==> config.mk <==
export PLATFORM = sky130hd
export DESIGN_NAME = pcie_logica_master_flat
export DESIGN_NICKNAME = d
export VERILOG_FILES = /design/src/rtl/pcie_logica_master_pkg.sv /design/src/rtl/pcie_logica_master_if.sv /design/src/rtl/pcie_vc_arbiter.sv /design/src/rtl/pcie_logica_master.sv /design/src/flat_wrapper.sv
export SDC_FILE = /design/constraint.sdc
export NUM_CORES = 1
export LEC_CHECK = 0
export CORE_MARGIN = 1
export CORE_UTILIZATION = 37
export DETAILED_ROUTE_END_ITERATION = 12
export PLACE_DENSITY = 0.88
export SYNTH_ARGS = -nofsm -noshare
export SYNTH_HDL_FRONTEND = slang
export SYNTH_SLANG_ARGS = --single-unit
==> constraint.sdc <==
create_clock -name clk -period 1.4 [get_ports clk]
set_input_delay 0.21 -clock clk [delete_from_list [all_inputs] [get_ports clk]]
set_output_delay 0.21 -clock clk [all_outputs]
set_load 0.1 [all_outputs]
==> src/rtl/pcie_logica_master_pkg.sv <==
// pcie_logica_master_pkg: shared state encoding, FIFO indices and threshold widths
package pcie_logica_master_pkg;
  localparam logic [2:0] S_RESET  = 3'd0;
  localparam logic [2:0] S_INIT   = 3'd1;
  localparam logic [2:0] S_IDLE   = 3'd2;
  localparam logic [2:0] S_ACTIVE = 3'd3;
  localparam logic [2:0] S_ERROR  = 3'd4;
  localparam int MF_IDX  = 0;
  localparam int VC0_IDX = 1;
  localparam int VC1_IDX = 2;
  localparam int D0_IDX  = 3;
  localparam int D1_IDX  = 4;
  localparam int DEF_MF_UW = 2;
  localparam int DEF_VC_UW = 4;
  localparam int DEF_D_UW  = 2;
endpackage

==> src/rtl/pcie_logica_master_if.sv <==
// pcie_logica_master_if: datapath config, FIFO status and pop bundle
interface pcie_logica_master_if
  import pcie_logica_master_pkg::*;
#(
  parameter int MF_UW = DEF_MF_UW,
  parameter int VC_UW = DEF_VC_UW,
  parameter int D_UW  = DEF_D_UW
);
  logic             init;
  logic [MF_UW-1:0] umbral_MF_in;
  logic [VC_UW-1:0] umbral_VC0_in;
  logic [VC_UW-1:0] umbral_VC1_in;
  logic [D_UW-1:0]  umbral_D0_in;
  logic [D_UW-1:0]  umbral_D1_in;
  logic [4:0]       fifo_empty;
  logic [4:0]       fifo_error;
  logic [3:0]       almost_full;
  logic [MF_UW-1:0] umbral_MF;
  logic [VC_UW-1:0] umbral_VC0;
  logic [VC_UW-1:0] umbral_VC1;
  logic [D_UW-1:0]  umbral_D0;
  logic [D_UW-1:0]  umbral_D1;
  logic             pop_MF;
  logic             pop_VC0;
  logic             pop_VC1;
  logic             active_out;
  logic             idle_out;
  logic             error_out;
  logic [4:0]       error_src;
  modport master (
    input  init, umbral_MF_in, umbral_VC0_in, umbral_VC1_in, umbral_D0_in, umbral_D1_in,
           fifo_empty, fifo_error, almost_full,
    output umbral_MF, umbral_VC0, umbral_VC1, umbral_D0, umbral_D1,
           pop_MF, pop_VC0, pop_VC1, active_out, idle_out, error_out, error_src
  );
  modport slave (
    output init, umbral_MF_in, umbral_VC0_in, umbral_VC1_in, umbral_D0_in, umbral_D1_in,
           fifo_empty, fifo_error, almost_full,
    input  umbral_MF, umbral_VC0, umbral_VC1, umbral_D0, umbral_D1,
           pop_MF, pop_VC0, pop_VC1, active_out, idle_out, error_out, error_src
  );
endinterface

==> src/rtl/pcie_vc_arbiter.sv <==
// pcie_vc_arbiter: pop arbitration for MF and VC0/VC1 with downstream backpressure
module pcie_vc_arbiter
  import pcie_logica_master_pkg::*;
(
  input  logic       en,
  input  logic [4:0] fifo_empty,
  input  logic [3:0] almost_full,
  output logic       pop_mf,
  output logic       pop_vc0,
  output logic       pop_vc1
);
  logic mf_room, d_room;
  // almost_full has no MF bit, so its index is the FIFO index minus one
  assign mf_room = !almost_full[VC0_IDX-1] && !almost_full[VC1_IDX-1];
  assign d_room  = !almost_full[D0_IDX-1] && !almost_full[D1_IDX-1];
  assign pop_mf  = en && !fifo_empty[MF_IDX] && mf_room;
  assign pop_vc0 = en && !fifo_empty[VC0_IDX] && d_room;
  assign pop_vc1 = en && !fifo_empty[VC1_IDX] && d_room && !pop_vc0;
endmodule

==> src/rtl/pcie_logica_master.sv <==
// pcie_logica_master: datapath state sequencing, threshold registers and pop arbitration
module pcie_logica_master
  import pcie_logica_master_pkg::*;
#(
  parameter int MF_UW = DEF_MF_UW,
  parameter int VC_UW = DEF_VC_UW,
  parameter int D_UW  = DEF_D_UW
) (
  input logic clk,
  input logic reset_L,
  pcie_logica_master_if.master bus
);
  logic [2:0]       state, state_nxt;
  logic [MF_UW-1:0] umbral_mf;
  logic [VC_UW-1:0] umbral_vc0, umbral_vc1;
  logic [D_UW-1:0]  umbral_d0, umbral_d1;
  logic [4:0]       error_src;
  logic             err, all_empty, run;
  assign err       = |bus.fifo_error;
  assign all_empty = &bus.fifo_empty;
  assign run       = state == S_IDLE || state == S_ACTIVE;
  always_comb begin
    state_nxt = S_RESET;
    case (state)
      S_RESET:  state_nxt = S_INIT;
      S_INIT:   state_nxt = bus.init ? S_INIT : S_IDLE;
      S_IDLE:   state_nxt = err ? S_ERROR : bus.init ? S_INIT : all_empty ? S_IDLE : S_ACTIVE;
      S_ACTIVE: state_nxt = err ? S_ERROR : bus.init ? S_INIT : all_empty ? S_IDLE : S_ACTIVE;
      S_ERROR:  state_nxt = bus.init ? S_INIT : S_ERROR;
      default:  state_nxt = S_RESET;
    endcase
  end
  always_ff @(posedge clk or negedge reset_L) begin
    if (!reset_L) begin
      state      <= S_RESET;
      umbral_mf  <= '0;
      umbral_vc0 <= '0;
      umbral_vc1 <= '0;
      umbral_d0  <= '0;
      umbral_d1  <= '0;
      error_src  <= '0;
    end else begin
      state <= state_nxt;
      if (state == S_INIT) begin
        umbral_mf  <= bus.umbral_MF_in;
        umbral_vc0 <= bus.umbral_VC0_in;
        umbral_vc1 <= bus.umbral_VC1_in;
        umbral_d0  <= bus.umbral_D0_in;
        umbral_d1  <= bus.umbral_D1_in;
      end
      error_src <= state == S_INIT ? 5'b0 : (run && err) ? bus.fifo_error : error_src;
    end
  end
  assign bus.umbral_MF  = umbral_mf;
  assign bus.umbral_VC0 = umbral_vc0;
  assign bus.umbral_VC1 = umbral_vc1;
  assign bus.umbral_D0  = umbral_d0;
  assign bus.umbral_D1  = umbral_d1;
  assign bus.error_src  = error_src;
  assign bus.active_out = state == S_ACTIVE;
  assign bus.idle_out   = state == S_IDLE;
  assign bus.error_out  = state == S_ERROR;
  pcie_vc_arbiter u_arb (
    .en          (state == S_ACTIVE),
    .fifo_empty  (bus.fifo_empty),
    .almost_full (bus.almost_full),
    .pop_mf      (bus.pop_MF),
    .pop_vc0     (bus.pop_VC0),
    .pop_vc1     (bus.pop_VC1)
  );
endmodule

==> src/flat_wrapper.sv <==
// flat-port wrapper written by rule: the top's interface ports become plain ports
module pcie_logica_master_flat import pcie_logica_master_pkg::*;
#(
  parameter int MF_UW = DEF_MF_UW,
  parameter int VC_UW = DEF_VC_UW,
  parameter int D_UW  = DEF_D_UW
)
  (clk, reset_L, bus_init, bus_umbral_MF_in, bus_umbral_VC0_in, bus_umbral_VC1_in, bus_umbral_D0_in, bus_umbral_D1_in, bus_fifo_empty, bus_fifo_error, bus_almost_full, bus_umbral_MF, bus_umbral_VC0, bus_umbral_VC1, bus_umbral_D0, bus_umbral_D1, bus_pop_MF, bus_pop_VC0, bus_pop_VC1, bus_active_out, bus_idle_out, bus_error_out, bus_error_src);
  pcie_logica_master_if #(.MF_UW(MF_UW), .VC_UW(VC_UW), .D_UW(D_UW)) bus_i ();
  input logic clk;
  input logic reset_L;
  input wire logic [$bits(bus_i.init)-1:0] bus_init;
  input wire logic [$bits(bus_i.umbral_MF_in)-1:0] bus_umbral_MF_in;
  input wire logic [$bits(bus_i.umbral_VC0_in)-1:0] bus_umbral_VC0_in;
  input wire logic [$bits(bus_i.umbral_VC1_in)-1:0] bus_umbral_VC1_in;
  input wire logic [$bits(bus_i.umbral_D0_in)-1:0] bus_umbral_D0_in;
  input wire logic [$bits(bus_i.umbral_D1_in)-1:0] bus_umbral_D1_in;
  input wire logic [$bits(bus_i.fifo_empty)-1:0] bus_fifo_empty;
  input wire logic [$bits(bus_i.fifo_error)-1:0] bus_fifo_error;
  input wire logic [$bits(bus_i.almost_full)-1:0] bus_almost_full;
  output wire logic [$bits(bus_i.umbral_MF)-1:0] bus_umbral_MF;
  output wire logic [$bits(bus_i.umbral_VC0)-1:0] bus_umbral_VC0;
  output wire logic [$bits(bus_i.umbral_VC1)-1:0] bus_umbral_VC1;
  output wire logic [$bits(bus_i.umbral_D0)-1:0] bus_umbral_D0;
  output wire logic [$bits(bus_i.umbral_D1)-1:0] bus_umbral_D1;
  output wire logic [$bits(bus_i.pop_MF)-1:0] bus_pop_MF;
  output wire logic [$bits(bus_i.pop_VC0)-1:0] bus_pop_VC0;
  output wire logic [$bits(bus_i.pop_VC1)-1:0] bus_pop_VC1;
  output wire logic [$bits(bus_i.active_out)-1:0] bus_active_out;
  output wire logic [$bits(bus_i.idle_out)-1:0] bus_idle_out;
  output wire logic [$bits(bus_i.error_out)-1:0] bus_error_out;
  output wire logic [$bits(bus_i.error_src)-1:0] bus_error_src;
  assign bus_i.init = bus_init;
  assign bus_i.umbral_MF_in = bus_umbral_MF_in;
  assign bus_i.umbral_VC0_in = bus_umbral_VC0_in;
  assign bus_i.umbral_VC1_in = bus_umbral_VC1_in;
  assign bus_i.umbral_D0_in = bus_umbral_D0_in;
  assign bus_i.umbral_D1_in = bus_umbral_D1_in;
  assign bus_i.fifo_empty = bus_fifo_empty;
  assign bus_i.fifo_error = bus_fifo_error;
  assign bus_i.almost_full = bus_almost_full;
  assign bus_umbral_MF = bus_i.umbral_MF;
  assign bus_umbral_VC0 = bus_i.umbral_VC0;
  assign bus_umbral_VC1 = bus_i.umbral_VC1;
  assign bus_umbral_D0 = bus_i.umbral_D0;
  assign bus_umbral_D1 = bus_i.umbral_D1;
  assign bus_pop_MF = bus_i.pop_MF;
  assign bus_pop_VC0 = bus_i.pop_VC0;
  assign bus_pop_VC1 = bus_i.pop_VC1;
  assign bus_active_out = bus_i.active_out;
  assign bus_idle_out = bus_i.idle_out;
  assign bus_error_out = bus_i.error_out;
  assign bus_error_src = bus_i.error_src;
  pcie_logica_master #(.MF_UW(MF_UW), .VC_UW(VC_UW), .D_UW(D_UW)) u_core (.clk(clk), .reset_L(reset_L), .bus(bus_i));
endmodule
# [Word-level counts from Yosys, hierarchy flattened]
# Index checks and enable logic that the tools add are counted.
[totals] output_inout_bits=25 reg_bits=22 inputBits=31 word_cells=43
[classes] n_reduce_logical=24 eq_ne=4 n_mux=8
[op_table] operator="$pmux 3 s4" n=1
[op_table] operator="$logic_and 1x1->1" n=10
[op_table] operator="$mux 5" n=2
[op_table] operator="$mux 3" n=3
[op_table] operator="$logic_not 1->1" n=8
[op_table] operator="$eq 3x2->1 const B" n=2
[op_table] operator="$reduce_and 5->1" n=1
[op_table] operator="$reduce_or 5->1" n=1
[op_table] operator="$eq 3x1->1 const B" n=1
[op_table] operator="$eq 3x3->1 const B" n=1
[op_table] operator="$logic_not 3->1" n=1
[op_table] operator="$mux 2" n=1
[op_table] operator="$reduce_bool 2->1" n=1
[op_table] operator="$reduce_or 2->1" n=1
[op_table] operator="$logic_or 1x1->1" n=1
[op_table] operator="$mux 1" n=1

# [Longest topological paths before layout]
[depth] word_depth=5 depth_mapped=4 ltp_nobuf=3

# [By module]
# Synthesis repeated with hierarchy kept, for this count alone.
[unflattened] hier_cells=76 area_unflattened_um2=1016.0
[by_module_without_submodules] module="pcie_logica_master" n_inst=1 cells_each=72 area_per_inst_um2=982.2 seq_area_each_um2=550.5
[by_module_without_submodules] module="pcie_vc_arbiter" n_inst=1 cells_each=4 area_per_inst_um2=33.8 seq_area_each_um2=0.0

# [Worst setup path before layout]
# Ideal clock, no wire load.
[synth_path] kind="register to output" from="register u_core.state[2]" to="output bus_pop_MF" stages_incl_launch_ff=4 arrival_ps=3612 slack_ps=-2422 cell_sequence="dfrtp_1 > and2b_2 > nand2_1 > nor4_1"
[synth_between] elab_chain_cells=3
[synth_rtl] element="from (decl)" line="pcie_logica_master.sv:13" text="logic [2:0] state, state_nxt;"
[synth_rtl] element="from (signal assigned)" line="pcie_logica_master.sv:43" text="state <= state_nxt;"
[synth_rtl] element="$eq 3x2->1" line="pcie_logica_master.sv:64" text=".en (state == S_ACTIVE),"
[synth_rtl] element="$logic_and 1x1->1 (2 in series)" line="pcie_vc_arbiter.sv:16" text="assign pop_mf = en && !fifo_empty[MF_IDX] && mf_room;"
[synth_rtl] element="to (decl)" line="flat_wrapper.sv:26" text="output wire logic [$bits(bus_i.pop_MF)-1:0] bus_pop_MF;"
# Every way passes these cells.

# [Worst setup path in the final report]
# Same ends and word-level chain as after synthesis.

==> results.md <==
- Gpl congestion: 0.687
- # rows: 18
- Die Ht: 52.9 um
- Peak Freq: 0.605 GHz
- I/O Buffers: 55
- Total CTS buffers: 3
- Max-slew violations: 0
- CP Capture Type: primary output
- Final Hold Viols: 0
- Min Tclk post-route: 1.65 ns
- Synthesized flop and latch total: 22
- Seq/Total Area, Yosys: 0.574
- Failing checks: negative setup slack
- CTS hold repair buffers: 0
- DRT Wirelength: 2670 um
- Final worst path period share: 1.18
- Arrival @ worst endpoint: approximately 1.4 ns
- Die Footprint: 2800 um2
- Setup-failing EPs final: 6
- GR Overflow Total: 0
- Ant. Diodes: 0
- H-Tree Level Count: 1
- Synth Cell Area: 958 um2
- Top-area cell type share of the netlist area: 0.574
- HP Class: in -> async
- First-pass GRT wire length: 4330 um
- Avg Inst Size Synth: 9.13 um2
- Vias in the first global route: 975
- DR pass1 iterations: 5
- Via count: 947
- Nets: 200
- Reg clk slew, reported paths: between 0.1 and 0.15 ns
- Mapped Cells: 105
- CTS tree: yes
- Post-Route Utilization: 0.784
- Initial antenna violation count: 0
- Die Wd: 52.9 um
- Inst Count DP: 193
- Largest net degree at the start of global routing: 23
- CP Launch Type: register
- Crit Path Max Fanout: 4
- # clock sinks: 22
- Drt first-iter violations: 15
- Initial Util: 0.390
- Most frequent cells in the layout: 51 x nand2_1, 30 x clkdlybuf4s50_1, 25 x buf_12, 21 x dfrtp_1, 6 x buf_4
- Vias/cell: about 4.8
- Worst Clk Skew: between 0.003 and 0.004 ns
- CTS root buf: clkbuf_4
- Antenna viol nets, final: 0
- Cell taking the most area after synthesis: dfrtp_1
- Final setup margin: -0.252 ns
- Clock Latency Late Sink: 0.30 ns
- Post-place setup slack: -0.0881 ns
- Mapped Nets: 136
- Top post-synthesis cells by area: dfrtp_1 57%, nand2_1 21%, o21ai_1 2.6%
- Synth-to-Final Area Change: 101%
- RSZ-0062 raised after global routing: yes
- Core area: 2450 um2
- Critical Path RT: around 1.2 ns
- Drt wl/cell: 13.5 um
- Status: finished with violations
- Worst slew pin tran: 0.380 ns
- Total GRT Usage: 0.221
- Commonest non-fill, non-tap cell in the layout: nand2_1
- Synth Warn #: 0
- Synth cell types: 22
- Worst slew margin: 0.745
- Max Root-Sink Buffers: 2
- Maxcap violations: 0
- Non-filler instance count after layout: 198
- Share of post-route cells with drive strength above 1: 0.286
- Kind of critical path: reg -> out
- Post-DP HPWL: 2120 um
- DRC violations left: 0
- Io pins: 56
[sequential cells by signal, indices dropped and copies added, names as in the netlist]
register	cells
u_core.bus.error_src	5
u_core.bus.umbral_D0	2
u_core.bus.umbral_D1	2
u_core.bus.umbral_MF	2
u_core.bus.umbral_VC0	4
u_core.bus.umbral_VC1	4
u_core.state	3
[logic make-up after synthesis]
family,Yosys count,share of synthesized area
AO/OA/AOI/OAI,9,0.0548
flip-flops,22,0.574
buffers and inverters,5,0.0392
AND/OR/NAND/NOR,68,0.321
adder cells (fa/ha/maj),1,0.0104
[layer usage]
metal | wire (um) | global-route usage | up-vias
met5 | 0 | 0 | -
met3 | 188 | 0.0776 | 4
met4 | 23 | 0.0658 | 0
met1 | 1090 | 0.250 | 444
met2 | 1360 | 0.386 | 35
li1 | - | - | 464
[final timing paths]
path                                               start                        to  slack [ns]  cells past startpoint
worst max-delay path                     u_core.state[2]                bus_pop_MF       -0.25                      4
worst min-delay path                             reset_L  u_core.bus.umbral_VC1[1]        0.23                      2
worst max register to register           u_core.state[2]   u_core.bus.error_src[3]        0.03                      4
worst min register to register  u_core.bus.umbral_VC0[1]  u_core.bus.umbral_VC0[1]        0.55                      2
max in group asynchronous                        reset_L           u_core.state[0]        0.93                      2
min in group clk                     bus_umbral_D0_in[0]   u_core.bus.umbral_D0[0]        0.42                      3
[per-stage QoR]
step                TNS, ns  cell area [um2]  hold slack, ns
floorplan             -3.86             1010         -0.0856
CTS                   -1.31             1920           0.232
global placement     -0.207             1860           0.522
detailed placement   -0.657             1860           0.527
finish                -1.26             1920           0.234
global route          -1.82             1920           0.243
[synthesized netlist by cell type]
library cell	instances
nor4_1	2
dfrtp_1	22
nor3b_1	2
nor3b_2	1
inv_1	2
nand3_1	1
nand2_1	53
nand4_1	1
nor4_2	1
o21ai_1	5
nand2b_1	2
and2b_2	1
a21o_1	1
or3b_4	1
o22ai_1	1
buf_4	1
nor3_1	1
a21oi_2	1
maj3_1	1
nor2_1	2
a21oi_1	1
buf_6	2
[area by class of cell]
type                    instances  area, um2
inverters                       2       7.51
repair buffers                 62        857
clock buffers                   4       36.3
fillers                       158        531
flip-flops and latches         22        552
multi-input cells              78        434
well taps                      30       37.5
[worst max-delay path: stages (launching register included)]
cell     delay (ns)
dfrtp_1        0.40
and2b_2        0.24
nand2_4        0.08
nor4_4         0.20
buf_12         0.21
[timing repair]
action,CTS,global route
endpoints found under the setup margin,8,14
pin swaps,4,1
buffers inserted,1,0
endpoints found under the hold margin,0,0
resized for setup,4,1
Power is left out: the tool's default activity adds up to more than one toggle a clock period on the data nets, which glitch-free logic cannot reach.
